**config.mk**
```make
export PLATFORM = sky130hd
export DESIGN_NAME = nn_batch_validator_flat
export DESIGN_NICKNAME = d
export VERILOG_FILES = /design/src/rtl/nn_batch_validator_if.sv /design/src/rtl/nn_batch_validator.sv /design/src/flat_wrapper.sv
export SDC_FILE = /design/constraint.sdc
export NUM_CORES = 1
export LEC_CHECK = 0
export BUFFER_PORTS_ARGS = -buffer_cell sky130_fd_sc_hd__buf_4
export CAP_MARGIN = 25
export CORE_AREA = 2 2 221 223
export DETAILED_ROUTE_END_ITERATION = 8
export DIE_AREA = 0 0 223 225
export RECOVER_POWER = 50
export SLEW_MARGIN = 20
export SYNTH_ARGS = -nofsm -noshare
export SYNTH_HDL_FRONTEND = slang
export SYNTH_SLANG_ARGS = --single-unit
```
**constraint.sdc**
```tcl
create_clock -name clk -period 3.3 [get_ports clk]
set_input_delay 0.33 -clock clk [delete_from_list [all_inputs] [get_ports clk]]
set_output_delay 0.33 -clock clk [all_outputs]
set_load 0.05 [all_outputs]
```
**src/rtl/nn_batch_validator_if.sv**
```systemverilog
// Signal bundle for nn_batch_validator: run control, sample-memory read port,
// nn-core handshake and result outputs.
// Optional macro NN_VAL_TIMEOUT_EN adds the sticky timeout flag.
interface nn_batch_validator_if #(
    parameter int NI = 256,
    parameter int NC = 10,
    parameter int N  = 319
);
    localparam int CW = $clog2(NC);
    localparam int AW = $clog2(N);
    localparam int KW = $clog2(N + 1);

    logic          go;
    logic          mode;
    logic [AW-1:0] sel;
    logic          mem_rd;
    logic [AW-1:0] mem_addr;
    logic [NI-1:0] mem_xi;
    logic [CW-1:0] mem_lbl;
    logic [NI-1:0] xi;
    logic          start;
    logic          ack;
    logic          done;
    logic [CW-1:0] yi;
    logic          busy;
    logic          finished;
    logic          pass;
    logic [KW-1:0] correct;
    logic [KW-1:0] total;
`ifdef NN_VAL_TIMEOUT_EN
    logic          timeout;
`endif

    // Validator side: consumes requests, memory data and core responses
    modport master (
        input  go, mode, sel, mem_xi, mem_lbl, ack, done, yi,
        output mem_rd, mem_addr, xi, start, busy, finished, pass, correct, total
`ifdef NN_VAL_TIMEOUT_EN
        , output timeout
`endif
    );

    // Environment side: requester, sample memory and nn core
    modport slave (
        output go, mode, sel, mem_xi, mem_lbl, ack, done, yi,
        input  mem_rd, mem_addr, xi, start, busy, finished, pass, correct, total
`ifdef NN_VAL_TIMEOUT_EN
        , input timeout
`endif
    );
endinterface

```
**src/rtl/nn_batch_validator.sv**
```systemverilog
// nn_batch_validator: walks stored samples (all of them, or one selected
// sample), feeds each vector to an nn core, compares the predicted class with
// the stored label and accumulates match / completed-sample counts.
// Optional macro NN_VAL_TIMEOUT_EN adds a 16-bit watchdog over the core
// handshake; an expired watchdog scores the sample as a mismatch.
module nn_batch_validator #(
    parameter int NI = 256,
    parameter int NC = 10,
    parameter int N  = 319
) (
    input  logic                 clk,
    input  logic                 rst,
    nn_batch_validator_if.master bus
);
    localparam int CW = $clog2(NC);
    localparam int AW = $clog2(N);
    localparam int KW = $clog2(N + 1);
    localparam logic [AW-1:0] LAST_IDX = AW'(N - 1);
    localparam logic [KW-1:0] N_CNT    = KW'(N);

    typedef enum logic [2:0] {
        IDLE      = 3'd0,
        FETCH     = 3'd1,
        LOAD      = 3'd2,
        START     = 3'd3,
        WAIT_DONE = 3'd4,
        CHECK     = 3'd5,
        FINISH    = 3'd6
    } state_t;

    // Counter increment that holds at N instead of wrapping
    function automatic logic [KW-1:0] sat_inc(input logic [KW-1:0] v);
        logic [KW-1:0] r;
        if (v < N_CNT) begin
            r = v + KW'(1);
        end else begin
            r = v;
        end
        return r;
    endfunction

    state_t        state_q, state_d;
    logic          mode_q, mode_d;
    logic [AW-1:0] idx_q, idx_d;
    logic [NI-1:0] xi_q, xi_d;
    logic [CW-1:0] lbl_q, lbl_d;
    logic [CW-1:0] yi_q, yi_d;
    logic [KW-1:0] correct_q, correct_d;
    logic [KW-1:0] total_q, total_d;
    logic          pass_q, pass_d;
    logic          finished_q, finished_d;
    logic          start_q, start_d;
    logic          mem_rd_q, mem_rd_d;
    logic          busy_q, busy_d;
    logic [AW-1:0] sel_clamp_s;
    logic          match_s;

`ifdef NN_VAL_TIMEOUT_EN
    logic [15:0]   wdog_q, wdog_d;
    logic [15:0]   wdog_inc_s;
    logic          wdog_exp_s;
    logic          tmo_q, tmo_d;
    logic          timeout_q, timeout_d;

    // Watchdog counts handshake cycles, saturating, and clears elsewhere
    always_comb begin
        if (wdog_q == 16'hFFFF) begin
            wdog_inc_s = 16'hFFFF;
        end else begin
            wdog_inc_s = wdog_q + 16'd1;
        end
        if ((state_q == START) || (state_q == WAIT_DONE)) begin
            wdog_d = wdog_inc_s;
        end else begin
            wdog_d = 16'd0;
        end
        wdog_exp_s = (wdog_inc_s == 16'hFFFF);
    end

    // Watchdog, per-sample timeout mark and sticky timeout flag
    always_ff @(posedge clk or negedge rst) begin
        if (!rst) begin
            wdog_q    <= 16'd0;
            tmo_q     <= 1'b0;
            timeout_q <= 1'b0;
        end else begin
            wdog_q    <= wdog_d;
            tmo_q     <= tmo_d;
            timeout_q <= timeout_d;
        end
    end

    assign bus.timeout = timeout_q;
`endif

    // Out-of-range single-mode index falls back to the last sample
    always_comb begin
        if (KW'(bus.sel) >= N_CNT) begin
            sel_clamp_s = LAST_IDX;
        end else begin
            sel_clamp_s = bus.sel;
        end
    end

    // Prediction matches label; a timed-out sample never matches
    always_comb begin
`ifdef NN_VAL_TIMEOUT_EN
        match_s = (yi_q == lbl_q) && !tmo_q;
`else
        match_s = (yi_q == lbl_q);
`endif
    end

    // Next-state and datapath update for the run sequencer
    always_comb begin
        state_d    = state_q;
        mode_d     = mode_q;
        idx_d      = idx_q;
        xi_d       = xi_q;
        lbl_d      = lbl_q;
        yi_d       = yi_q;
        correct_d  = correct_q;
        total_d    = total_q;
        pass_d     = pass_q;
        finished_d = finished_q;
`ifdef NN_VAL_TIMEOUT_EN
        tmo_d      = tmo_q;
        timeout_d  = timeout_q;
`endif
        case (state_q)
            IDLE: begin
                if (bus.go) begin
                    state_d    = FETCH;
                    mode_d     = bus.mode;
                    correct_d  = '0;
                    total_d    = '0;
                    finished_d = 1'b0;
`ifdef NN_VAL_TIMEOUT_EN
                    timeout_d  = 1'b0;
`endif
                    if (bus.mode) begin
                        idx_d = sel_clamp_s;
                    end else begin
                        idx_d = '0;
                    end
                end else begin
                    state_d = IDLE;
                end
            end
            FETCH: begin
                state_d = LOAD;
`ifdef NN_VAL_TIMEOUT_EN
                tmo_d   = 1'b0;
`endif
            end
            LOAD: begin
                xi_d    = bus.mem_xi;
                lbl_d   = bus.mem_lbl;
                state_d = START;
            end
            START: begin
                // done without ack is a stray pulse and is not taken
                if (bus.ack) begin
                    if (bus.done) begin
                        yi_d    = bus.yi;
                        state_d = CHECK;
                    end else begin
                        state_d = WAIT_DONE;
                    end
                end
`ifdef NN_VAL_TIMEOUT_EN
                else if (wdog_exp_s) begin
                    tmo_d     = 1'b1;
                    timeout_d = 1'b1;
                    state_d   = CHECK;
                end
`endif
                else begin
                    state_d = START;
                end
            end
            WAIT_DONE: begin
                if (bus.done) begin
                    yi_d    = bus.yi;
                    state_d = CHECK;
                end
`ifdef NN_VAL_TIMEOUT_EN
                else if (wdog_exp_s) begin
                    tmo_d     = 1'b1;
                    timeout_d = 1'b1;
                    state_d   = CHECK;
                end
`endif
                else begin
                    state_d = WAIT_DONE;
                end
            end
            CHECK: begin
                total_d = sat_inc(total_q);
                pass_d  = match_s;
                if (match_s) begin
                    correct_d = sat_inc(correct_q);
                end else begin
                    correct_d = correct_q;
                end
                if (mode_q || (idx_q == LAST_IDX)) begin
                    state_d    = FINISH;
                    finished_d = 1'b1;
                end else begin
                    idx_d   = idx_q + AW'(1);
                    state_d = FETCH;
                end
            end
            FINISH: begin
                state_d = IDLE;
            end
            default: begin
                state_d = IDLE;
            end
        endcase
    end

    // Strobes are registered from the state being entered
    always_comb begin
        start_d  = (state_d == START);
        mem_rd_d = (state_d == FETCH);
        busy_d   = (state_d != IDLE);
    end

    // State, datapath and output registers
    always_ff @(posedge clk or negedge rst) begin
        if (!rst) begin
            state_q    <= IDLE;
            mode_q     <= 1'b0;
            idx_q      <= '0;
            xi_q       <= '0;
            lbl_q      <= '0;
            yi_q       <= '0;
            correct_q  <= '0;
            total_q    <= '0;
            pass_q     <= 1'b0;
            finished_q <= 1'b0;
            start_q    <= 1'b0;
            mem_rd_q   <= 1'b0;
            busy_q     <= 1'b0;
        end else begin
            state_q    <= state_d;
            mode_q     <= mode_d;
            idx_q      <= idx_d;
            xi_q       <= xi_d;
            lbl_q      <= lbl_d;
            yi_q       <= yi_d;
            correct_q  <= correct_d;
            total_q    <= total_d;
            pass_q     <= pass_d;
            finished_q <= finished_d;
            start_q    <= start_d;
            mem_rd_q   <= mem_rd_d;
            busy_q     <= busy_d;
        end
    end

    assign bus.mem_rd   = mem_rd_q;
    assign bus.mem_addr = idx_q;
    assign bus.xi       = xi_q;
    assign bus.start    = start_q;
    assign bus.busy     = busy_q;
    assign bus.finished = finished_q;
    assign bus.pass     = pass_q;
    assign bus.correct  = correct_q;
    assign bus.total    = total_q;
endmodule

```
**src/flat_wrapper.sv**
```systemverilog
// flat-port wrapper written by rule: the top's interface ports become plain ports
module nn_batch_validator_flat 
#(
    parameter int NI = 256,
    parameter int NC = 10,
    parameter int N  = 319
)
  (clk, rst, bus_go, bus_mode, bus_sel, bus_mem_xi, bus_mem_lbl, bus_ack, bus_done, bus_yi, bus_mem_rd, bus_mem_addr, bus_xi, bus_start, bus_busy, bus_finished, bus_pass, bus_correct, bus_total);
  nn_batch_validator_if #(.NI(NI), .NC(NC), .N(N)) bus_i ();
  input  logic clk;
  input  logic rst;
  input wire logic [$bits(bus_i.go)-1:0] bus_go;
  input wire logic [$bits(bus_i.mode)-1:0] bus_mode;
  input wire logic [$bits(bus_i.sel)-1:0] bus_sel;
  input wire logic [$bits(bus_i.mem_xi)-1:0] bus_mem_xi;
  input wire logic [$bits(bus_i.mem_lbl)-1:0] bus_mem_lbl;
  input wire logic [$bits(bus_i.ack)-1:0] bus_ack;
  input wire logic [$bits(bus_i.done)-1:0] bus_done;
  input wire logic [$bits(bus_i.yi)-1:0] bus_yi;
  output wire logic [$bits(bus_i.mem_rd)-1:0] bus_mem_rd;
  output wire logic [$bits(bus_i.mem_addr)-1:0] bus_mem_addr;
  output wire logic [$bits(bus_i.xi)-1:0] bus_xi;
  output wire logic [$bits(bus_i.start)-1:0] bus_start;
  output wire logic [$bits(bus_i.busy)-1:0] bus_busy;
  output wire logic [$bits(bus_i.finished)-1:0] bus_finished;
  output wire logic [$bits(bus_i.pass)-1:0] bus_pass;
  output wire logic [$bits(bus_i.correct)-1:0] bus_correct;
  output wire logic [$bits(bus_i.total)-1:0] bus_total;
  assign bus_i.go = bus_go;
  assign bus_i.mode = bus_mode;
  assign bus_i.sel = bus_sel;
  assign bus_i.mem_xi = bus_mem_xi;
  assign bus_i.mem_lbl = bus_mem_lbl;
  assign bus_i.ack = bus_ack;
  assign bus_i.done = bus_done;
  assign bus_i.yi = bus_yi;
  assign bus_mem_rd = bus_i.mem_rd;
  assign bus_mem_addr = bus_i.mem_addr;
  assign bus_xi = bus_i.xi;
  assign bus_start = bus_i.start;
  assign bus_busy = bus_i.busy;
  assign bus_finished = bus_i.finished;
  assign bus_pass = bus_i.pass;
  assign bus_correct = bus_i.correct;
  assign bus_total = bus_i.total;
  nn_batch_validator #(.NI(NI), .NC(NC), .N(N)) u_core (.clk(clk), .rst(rst), .bus(bus_i));
endmodule
```
# [Word-level counts from Yosys, hierarchy flattened]
# Cells that the tools add are included.
[word_totals] input_bits=279 word_cells=68 ff_bits=300
[classes] reduce_logical=11 add_sub_neg=3 magnitude_cmp=3 eq_ne=16 muxes=22
[ops] cell="9-bit 2-to-1 mux" count=8
[ops] cell="9-bit case mux with 2 select lines" count=3
[ops] cell="9-bit by 1-bit adder with 9-bit output, second input constant" count=3
[ops] cell="9-bit less-than comparator, second input constant" count=2
[ops] cell="3-bit case mux with 6 select lines" count=1
[ops] cell="3-bit by 2-bit == test with 1-bit output, second input constant" count=3
[ops] cell="9-bit == test, second input constant" count=1
[ops] cell="9-bit greater-or-equal comparator, second input constant" count=1
[ops] cell="3-bit AND reduction" count=3
[ops] cell="4-bit 2-to-1 mux" count=2
[ops] cell="2-bit by 1-bit inequality test with 1-bit output, second input constant" count=4
[ops] cell="4-bit case mux with 2 select lines" count=1
[ops] cell="3-bit by 1-bit == test with 1-bit output, second input constant" count=2
[ops] cell="3-bit == test, second input constant" count=2
[ops] cell="3-bit 2-to-1 mux" count=2
[ops] cell="2-bit inequality test, second input constant" count=3
[ops] cell="4-bit == test" count=1
[ops] cell="1-bit 2-to-1 mux" count=4
[ops] cell="2-bit AND reduction" count=2
[ops] cell="4-bit AND reduction" count=1
[ops] cell="2-bit nonzero test" count=2
[ops] cell="3-bit zero test" count=1
[ops] cell="3-bit nonzero test" count=1
[ops] cell="1-bit case mux with 2 select lines" count=1
[ops] cell="1-bit logical OR" count=1

# [Depth between registers and ports, before layout]
# Gate-level depths: netlist of run 1.
[logic_depth] depth_word=5 ltp_mapped=7 depth_no_buf=6

# [Worst setup path after synthesis of run 1]
# OpenSTA, ideal clock, no wires.
[synth_timing] path_kind="register to register" from="register u_core.correct_q[2] (netlist: u_core.bus.correct[2])" to="register u_core.correct_q[4] (netlist: u_core.bus.correct[4])" n_path_buf=0 required_time_ps=3223 arrival_ps=1967 setup_ps=77 path_stages_with_launch=6 period_less_slack_ps=2044 path_slack_ps=1256 path_cell_list="dfrtp_1 and3_1 and4_4 o311a_4 or4_1 a21oi_1"
[synth_via] elab_chain_len=4 elab_cells_between_ends=7 classes_between="add/sub: 1; order compare: 1; eq/ne: 1; mux: 3; reduce/logical: 1"
[synth_rtl] element="start: declaration" line_no="nn_batch_validator.sv:48" rtl="logic [KW-1:0] correct_q, correct_d;"
[synth_rtl] element="start signal: assignment" line_no="nn_batch_validator.sv:253" rtl="correct_q <= correct_d;"
[synth_rtl] element="9-bit by 1-bit adder with 9-bit output" line_no="nn_batch_validator.sv:35" rtl="r = v + KW'(1);"
[synth_rtl] element="9-bit 2-to-1 mux" line_no="nn_batch_validator.sv:34" rtl="if (v < N_CNT) begin"
[synth_rtl] element="9-bit 2-to-1 mux" line_no="nn_batch_validator.sv:201" rtl="if (match_s) begin"
[synth_rtl] element="9-bit case mux with 2 select lines" line_no="nn_batch_validator.sv:130" rtl="case (state_q)"
# Parallel ways exist; a longest one is shown, timed or not. The select of a mux whose other input is x is not followed.
# A chain may end at the register's enable or synchronous reset.

# [Final worst setup path of run 1]
[layout_timing] from="register u_core.idx_q[6] (netlist: u_core.bus.mem_addr[6])" to="register u_core.idx_q[1] (netlist: u_core.bus.mem_addr[1])"
[layout_via] elab_chain_len=4
[layout_rtl] element="start: declaration" line_no="nn_batch_validator.sv:44" rtl="logic [AW-1:0] idx_q, idx_d;"
[layout_rtl] element="start signal: assignment" line_no="nn_batch_validator.sv:249" rtl="idx_q <= idx_d;"
[layout_rtl] element="9-bit == test" line_no="nn_batch_validator.sv:206" rtl="if (mode_q || (idx_q == LAST_IDX)) begin"
[layout_rtl] element="1-bit logical OR" line_no="nn_batch_validator.sv:206"
[layout_rtl] element="2-bit inequality test (no source line)"
[layout_rtl] element="3-bit AND reduction (no source line)"
# Every way passes these cells.

==> summary by stage, run 1 <==
Synth
The number of nets in the synthesized netlist is between 1,000 and 1,500. Synthesis handed over a netlist of roughly 800 instances. Yosys printed 0 warnings. The commonest cells after synthesis are 300 x dfrtp_1, 266 x mux2_2, 23 x nand2_1. The leading cell type by number of instances after synthesis is dfrtp_1. Among all flip-flop cells after synthesis, the most frequent one is dfrtp_1. The number of distinct library cells after synthesis is between 50 and 60. The number of flops mapped to enable cells by yosys is 0. Of all flip-flops after synthesis, the portion carrying an async set or reset was 100%. The post-synthesis sequential element count is 300. The share of synthesized area in the top cell type comes to a little under two thirds.

Of the synthesized area, sequential elements account for 63.4%. In this run the cell area of the synthesized design comes to 0.0118 sq mm. The synthesized design spends more area on one cell type than any other, namely dfrtp_1. By area the synthesized netlist is led by dfrtp_1 63%, mux2_2 25%, buf_4 1.4%, nand2_1 0.73%, a21oi_1 0.68%. A synthesized cell averages 15.1 sq um.

STA
The worst path uses between 60% and 70% of the clock period. The final max-slew violation count is 0. On the final layout, the worst hold slack is approximately 0.038 ns. Static timing analysis puts the maximum clock frequency at roughly 470 MHz. The relative slew slack is 28.1%.

Summed over all failing endpoints, the final setup total negative slack is 0 ns. The final worst clock skew is ~0.022 ns. Subtracting the final worst setup slack from the clock period gives around 2.1 ns. The setup violation total in the final timing report is 0.

The final hold violation count was 0. Setup repair after global routing left no endpoint under its margin. For the pin with the worst max-slew slack, the measured transition is approximately 1.1 ns.

Worst hold path
The worst hold path terminates at u_core.bus.xi[3]. The worst hold path was traced through 2 stages. The path class of the lowest-slack min-delay path is input port to register. The start point of the worst min-delay path is bus_mem_xi[3].

Die
Measured along the x axis, the die boundary spans ~220 um. In this run the vertical extent of the chip is about 230 um. The area of the core is 0.0475 sq mm.

Row generation in the floorplan step produced 80 rows. The initial core utilization is 24.9%. The full die area is 0.0502 sq mm.

For this design the top-level I/O count stands at roughly 570.

Clocking
The clock transition time at the flip-flop clock pins of the worst setup and hold paths is 0.06 ns. The source-to-sink clock delay at the later pin of the worst-skew pair is 0.54 ns. The number of clock buffers added by TritonCTS is 36. The clock tree synthesis step divided the H-tree into 2 levels. Counting along the longest clock path gives a buffer depth of 3.

CTS placed an instance of clkbuf_16 at the clock tree root. Clock tree synthesis found a total of 300 sinks. TritonCTS built the clock tree.

Routing
Using the TritonRoute via totals, the vias-per-cell ratio works out to roughly 4.3. The count of nets left with antenna violations once routing finished came out at 0. The overall routed net length is 38,300 um.

The number of DRC markers in iteration 0 is between 400 and 500. After detailed routing, the average wire length per cell comes to 17.5 um. For this run, the detailed router's first-pass iteration total came to 4.

The routed via count is 9,447. In the routed design, unresolved DRC markers number 0.

Placement
At the end of routability-driven placement, the weighted congestion stood at roughly 0.82. The number of cells after detailed placement is 1,938. Detailed placement ended at an HPWL of about 27,000 um. The number of port buffers is about 570.

Critical path
For the worst setup path, the data arrival time is about 2.6 ns. STA classifies the critical path startpoint as a register. The startpoint identified for the worst register-to-register timing path is u_core.bus.mem_addr[6]. Measured in cells, the most critical reg-to-reg path has a length of 4.

Across all register-to-register paths, the minimum setup slack is between 1 and 1.5 ns. The highest fanout seen on the critical path is 17. For the worst setup path, the data required time is approximately 3.7 ns. The biggest cell delay along the critical path is around 0.52 ns. The endpoint identified for the worst register-to-register timing path is u_core.bus.mem_addr[1].

The signal on the critical path passes through nor4bb_1, a311oi_1, o21ai_2, mux2_2. On the critical path, the stage with the largest delay is an instance of o21ai_2. The worst setup path is captured at a register. By startpoint and endpoint, the worst setup path is classified as register to register.

Outcome
The run finished with clean final reports.

Pwr
The worst-case IR drop observed on VDD is roughly 0.73 mV. The power per cell area is 1210 mW/mm^2. The leakage power figure is 8.64 nW.

Cells and area
The filler cell count in the final layout is roughly 4,500. Cells fill around two fifths of the core in the end. The non-filler instance count after layout is between 2,000 and 2,500. The share of post-route cells with drive strength above 1 is around half. Compared with the post-synthesis result, the final layout area differs by 62.5%.

At the end of the flow, the number of nets in the layout was approximately 1,800.

Global routing
The first global-routing pass estimated 58,200 um of wire. The number of antenna violations at the first check in global routing came to 0. In the global route stage, overall resource usage came out at between 10 and 15%. The maximum number of pins on one net before global-route repair is 105.

The number of global-route vias before repair is 10,300. The global route total overflow is 0.

Run
The count of maximum capacitance violations is 0.
-- power by group --
group | internal [W] | switching [W]
logic | 0.00415 | 0.00886
registers | 0.00552 | 0.00108
clock network | 0.00222 | 0.00153
-- worst max-delay path: cells and delay by family (launching register included) --
family / cells / cell delay (ns)
multiplexers: 1 / 0.40
AO/OA/AOI/OAI: 2 / 0.72
flip-flops: 1 / 0.43
AND/OR/NAND/NOR: 1 / 0.48
-- final cells by class --
cell class,count,area (sq um),area share [%]
multi-input combinational,434,4060,21.1
tap,615,769,4.00
clock inverter,10,118,0.611
antenna,1,2.50,0.0130
clock buffer,50,973,5.06
sequential,300,7510,39.0
timing repair buffer,766,5770,30.0
inverter,10,37.5,0.195
-- timing repair --
item / CTS / global route
hold buffers: 187 / 0
gates resized for setup: 0 / 0
endpoints found under the hold margin: 266 / 0
setup buffers: 0 / 0
-- flip-flops by register name, indices dropped and copies added (netlist names) --
name	cells
u_core.bus.total	9
u_core.bus.xi	256
u_core.bus.correct	9
u_core.bus.mem_rd	1
u_core.bus.mem_addr	9
u_core.bus.start	1
u_core.bus.busy	1
u_core.mode_q	1
u_core.lbl_q	4
u_core.bus.pass	1
u_core.state_q	3
u_core.bus.finished	1
u_core.yi_q	4
-- worst max-delay path by stage --
stage	from	to	slack, ns	cells after the start
final	u_core.bus.mem_addr[6]	u_core.bus.mem_addr[1]	1.15	4
after global routing	u_core.bus.mem_addr[6]	u_core.bus.mem_addr[1]	1.04	4
after CTS	u_core.state_q[2]	u_core.bus.xi[147]	1.20	6
after detailed placement	u_core.state_q[2]	u_core.bus.xi[161]	1.20	6
after global placement	u_core.state_q[2]	u_core.bus.xi[136]	1.23	6
after floorplan	u_core.bus.correct[2]	u_core.bus.correct[4]	1.26	5
-- routing by layer --
| layer | part of all wire [%] | vias to the layer above | global-route usage, % |
|---|---|---|---|
| met3 | 7.6 | 79 | 4.71 |
| met2 | 52 | 365 | 26.2 |
| met4 | 3.3 | 0 | 6.04 |
| met5 | 0 | - | 0 |
| li1 | - | 4340 | - |
| met1 | 37 | 4663 | 16.5 |
-- cells by family (layout without fill, tap and decap cells) --
| family | count (synthesis) | count (layout) | share of synthesized area (%) |
|---|---|---|---|
| AO/OA/AOI/OAI | 60 | 60 | 3.49 |
| XOR/XNOR | 8 | 8 | 0.592 |
| adder cells (fa/ha/maj) | 4 | 4 | 0.423 |
| buffers and inverters | 48 | 836 | 2.37 |
| flip-flops | 300 | 300 | 63.4 |
| multiplexers | 271 | 271 | 25.7 |
| other | 0 | 1 | 0 |
| AND/OR/NAND/NOR | 91 | 91 | 4.03 |
-- per-stage QoR --
stage	total power, W	setup slack [ns]	cell area, sq um
2_1_floorplan	0.0161	1.26	11800
3_5_place_dp	0.0203	1.20	16800
5_1_grt	0.0244	1.04	19200
4_1_cts	0.0244	1.20	19800
6_report	0.0234	1.15	19200
3_3_place_gp	0.0202	1.23	16800
-- placed cells by master, fill, tap and decap left out, types with 6 or more instances in the layout --
cell type,netlist,layout
nand3_1,16,16
clkbuf_16,0,36
clkbuf_1,2,154
nand2_1,23,23
buf_4,22,430
dlygate4sd3_1,0,187
buf_12,0,6
o21ai_0,14,14
dfrtp_1,300,300
xor2_1,7,7
mux2_2,266,266
nor2_1,19,18
a21oi_1,16,16
and3_1,6,6
inv_1,10,10
Note: power is estimated with default switching activity, not from simulation.
==> run 2: changes to the inputs <==
Clock period 3.3 ns to 1.8 ns, I/O delays scaled along.
==> run 2 against run 1 <==
Against the previous run: the flow now finishes with violations (setup timing); critical path type unchanged; maximum frequency grew 14%; final area is 8.6% higher; sequential power grew 83%; hold slack better by 0.035 ns; sequential share of layout area fell by 3.0 points; combinational power is 96% higher; count of clock-buffer cells in the layout increased by 5; critical path depth is 1 higher; flip-flop and latch count is the same; worst setup slack worse by 1.2 ns; register-to-register slack worse by 1.2 ns.
==> summary by stage, run 2 (synthesis results as in run 1) <==
Global routing
The number of global-route vias before repair was 11,100. The overall track demand over capacity in global routing is approximately 16%. The maximum number of pins on one net before global-route repair is 63.

The global-route wire length before repair is ~62,000 um. The global route total overflow is 0. The number of antenna violations at the first check in global routing is 0.

Clocking
The number of clock sinks is 300. CTS built an H-tree with a depth of 2. Buffers inserted during clock tree synthesis total 36. The clock passes through at most 3 buffers. The source-to-sink clock delay at the later pin of the worst-skew pair is between 0.5 and 0.6 ns. The root buffer cell is clkbuf_16. TritonCTS built the clock tree. The clock transition time at the flip-flop clock pins of the worst setup and hold paths is 0.06 ns.

Routing
Once detail routing completed, the nets flagged for antenna violations numbered 0. The first TritonRoute pass finished after 6 iterations. Detailed routing inserted a total of 10,200 vias. In the routed design, unresolved DRC markers number 0. The average detailed-routed wire length per instance is about 18 um. For this block, the initial DRC count from the detailed router was between 300 and 400. The overall routed net length is between 40,000 and 50,000 um. The per-cell via count in the routed design is around 4.3.

STA
The post-route fraction of the period consumed by the critical path is 105%. The minimum clock period after layout is ~1.9 ns. For the pin with the worst max-slew slack, the measured transition is between 0.9 and 1 ns. Clock skew on the completed layout was measured at 0.0169 ns. The final max-slew violation count is 0. Setup violations remaining at the end of the flow were counted as 3. Setup repair after global routing could not meet its margin everywhere. The final hold violation count is 0.

The total negative slack is -0.143 ns. The least setup slack across all paths after layout is -0.0886 ns. The achievable frequency is 529 MHz.

The relative slew slack is a little over a third.

Cells and area
The finished layout holds between 2,000 and 2,500 standard cells, fillers aside. The number of flip-flops under the largest register name is 256. Of the cells placed in the final design, the portion with a size suffix greater than 1 is 50.3%. The net count of the finished layout is between 1,500 and 2,000.

The cell area after layout is 0.0209 sq mm. The most common cell after layout, fill and taps aside is buf_4. In the layout the commonest cells are 476 x buf_4, 284 x dfrtp_1, 270 x dlygate4sd3_1.

The core occupancy in the finished layout is 44.0%. The area growth from synthesis to layout is 76.5%.

Critical path
The worst-path cell with the longest stage delay is or4_4. The nature of the critical path endpoint is a register. Data on the critical path arrives at its endpoint at around 2.3 ns.

Grouping stages by cell kind, the critical path spends the most delay in simple AND/OR/NAND/NOR gates. Walking the worst path, the cells encountered are and3_4, and4_4, o311a_4, or4_4, a21oi_2. Of all nets on the critical path, the largest fanout is 6.

The worst setup path is launched from a register. The path type of the worst setup path is register to register. The biggest cell delay along the critical path is 0.52 ns. STA puts the critical path data required time at 2.24 ns.

The count of buffering cells on the critical path with inverters included is 0.

Placement
The placed instances occupy a cell area of approximately 0.017 sq mm. Timing analysis after detailed placement gives a worst setup slack of -0.0563 ns. The final HPWL from detailed placement is roughly 29,000 um.

The number of port buffers is 566. The congestion estimate from routability-driven global placement came to between 0.8 and 0.9. After detailed placement, the design holds a cell count of around 2,000.

Die
The full die area is roughly 0.050 sq mm. The initial core utilization is between 20% and 30%. Measured along the y axis, the die boundary spans between 200 and 250 um. between 500 and 600 I/O pins were placed.

The width of the chip is 223 um. The standard-cell row count is 80. The area of the core is 0.0475 sq mm.

Worst hold path
The tightest min-delay check is of the input port to register type.

Pwr
The relative contribution of combinational cells to total power is 56.8%. Power spread over the standard cell area amounts to around 2100 mW/mm^2. The clock network is responsible for between 10% and 20% of the overall power.

The worst-case IR drop observed on VDD is 1.51 mV. The proportion of power drawn by flip-flops and latches is between 20% and 30%. The switching power is 0.0215 W. The internal power of the cells totals about 0.023 W. Net switching is 47.9% of the power.

The leakage power figure is between 9 and 10 nW.

Outcome
The checks that failed: setup timing. The run finished, with violations left.

Run
The tool flagged a number of max-cap violations equal to 0.
## run 2: changes by cell type in the layout (fill, tap and decap cells not counted), moves of 6 or more
cell,change
buf_4,+46
clkbuf_2,+6
dfrtp_2,+16
dfrtp_1,-16
clkbuf_8,+8
dlygate4sd3_1,+83
## run 2: power groups by stage
stage	logic [W]	clock network, W	registers (W)
2_1_floorplan	0.00659	0	0.0229
3_3_place_gp	0.0258	0	0.0120
3_5_place_dp	0.0260	0	0.0121
4_1_cts	0.0265	0.00750	0.0121
5_1_grt	0.0266	0.00780	0.0125
6_report	0.0255	0.00729	0.0121
## run 2: metrics by stage
step	hold slack, ns	total power, W
2_1_floorplan	-0.116	0.0295
3_3_place_gp	0.198	0.0378
3_5_place_dp	0.207	0.0381
4_1_cts	0.0300	0.0461
5_1_grt	0.0835	0.0469
6_report	0.0737	0.0449
## run 2: area by class of cell
cell class                 count  area (sq um)
timing repair buffer         915          7200
tap                          615           769
sequential                   300          7530
clock buffer                  55          1090
inverter                      10          37.5
fill                        4354         26600
antenna                        1          2.50
clock inverter                 8          93.8
multi-input combinational    434          4170
## run 2: repair_timing
item                                   in CTS  in global routing
gates cloned                                0                  3
setup endpoints to repair                   7                 97
pin swaps                                   1                 14
endpoints found under the hold margin     315                  0
setup buffers                               0                  7
resized for setup                           4                 26
hold buffers                              270                  0
## run 2: final timing paths
kind,cells after the start,from,slack [ns],endpoint
min in group asynchronous,2,rst,0.37,u_core.bus.xi[231]
worst max register to register,5,u_core.bus.correct[3],-0.09,u_core.bus.correct[5]
max in group asynchronous,3,rst,0.22,u_core.bus.total[4]
worst min-delay path,4,bus_sel[5],0.07,u_core.bus.mem_addr[5]
worst min register to register,1,u_core.bus.total[4],0.50,u_core.bus.total[4]
worst max-delay path,5,u_core.bus.correct[3],-0.09,u_core.bus.correct[5]
## run 2: worst register-to-register path: stages (launching register included)
cell	delay [ns]
dfrtp_2	0.40
and3_4	0.19
and4_4	0.17
o311a_4	0.38
or4_4	0.52
a21oi_2	0.16
## run 2: per-layer routing
layer,track usage (%),wire length (um),vias up
met5,0,0,-
met4,6.24,1460,0
met3,4.15,2620,88
met2,28.4,21400,394
met1,17.6,15700,5039
li1,-,-,4640
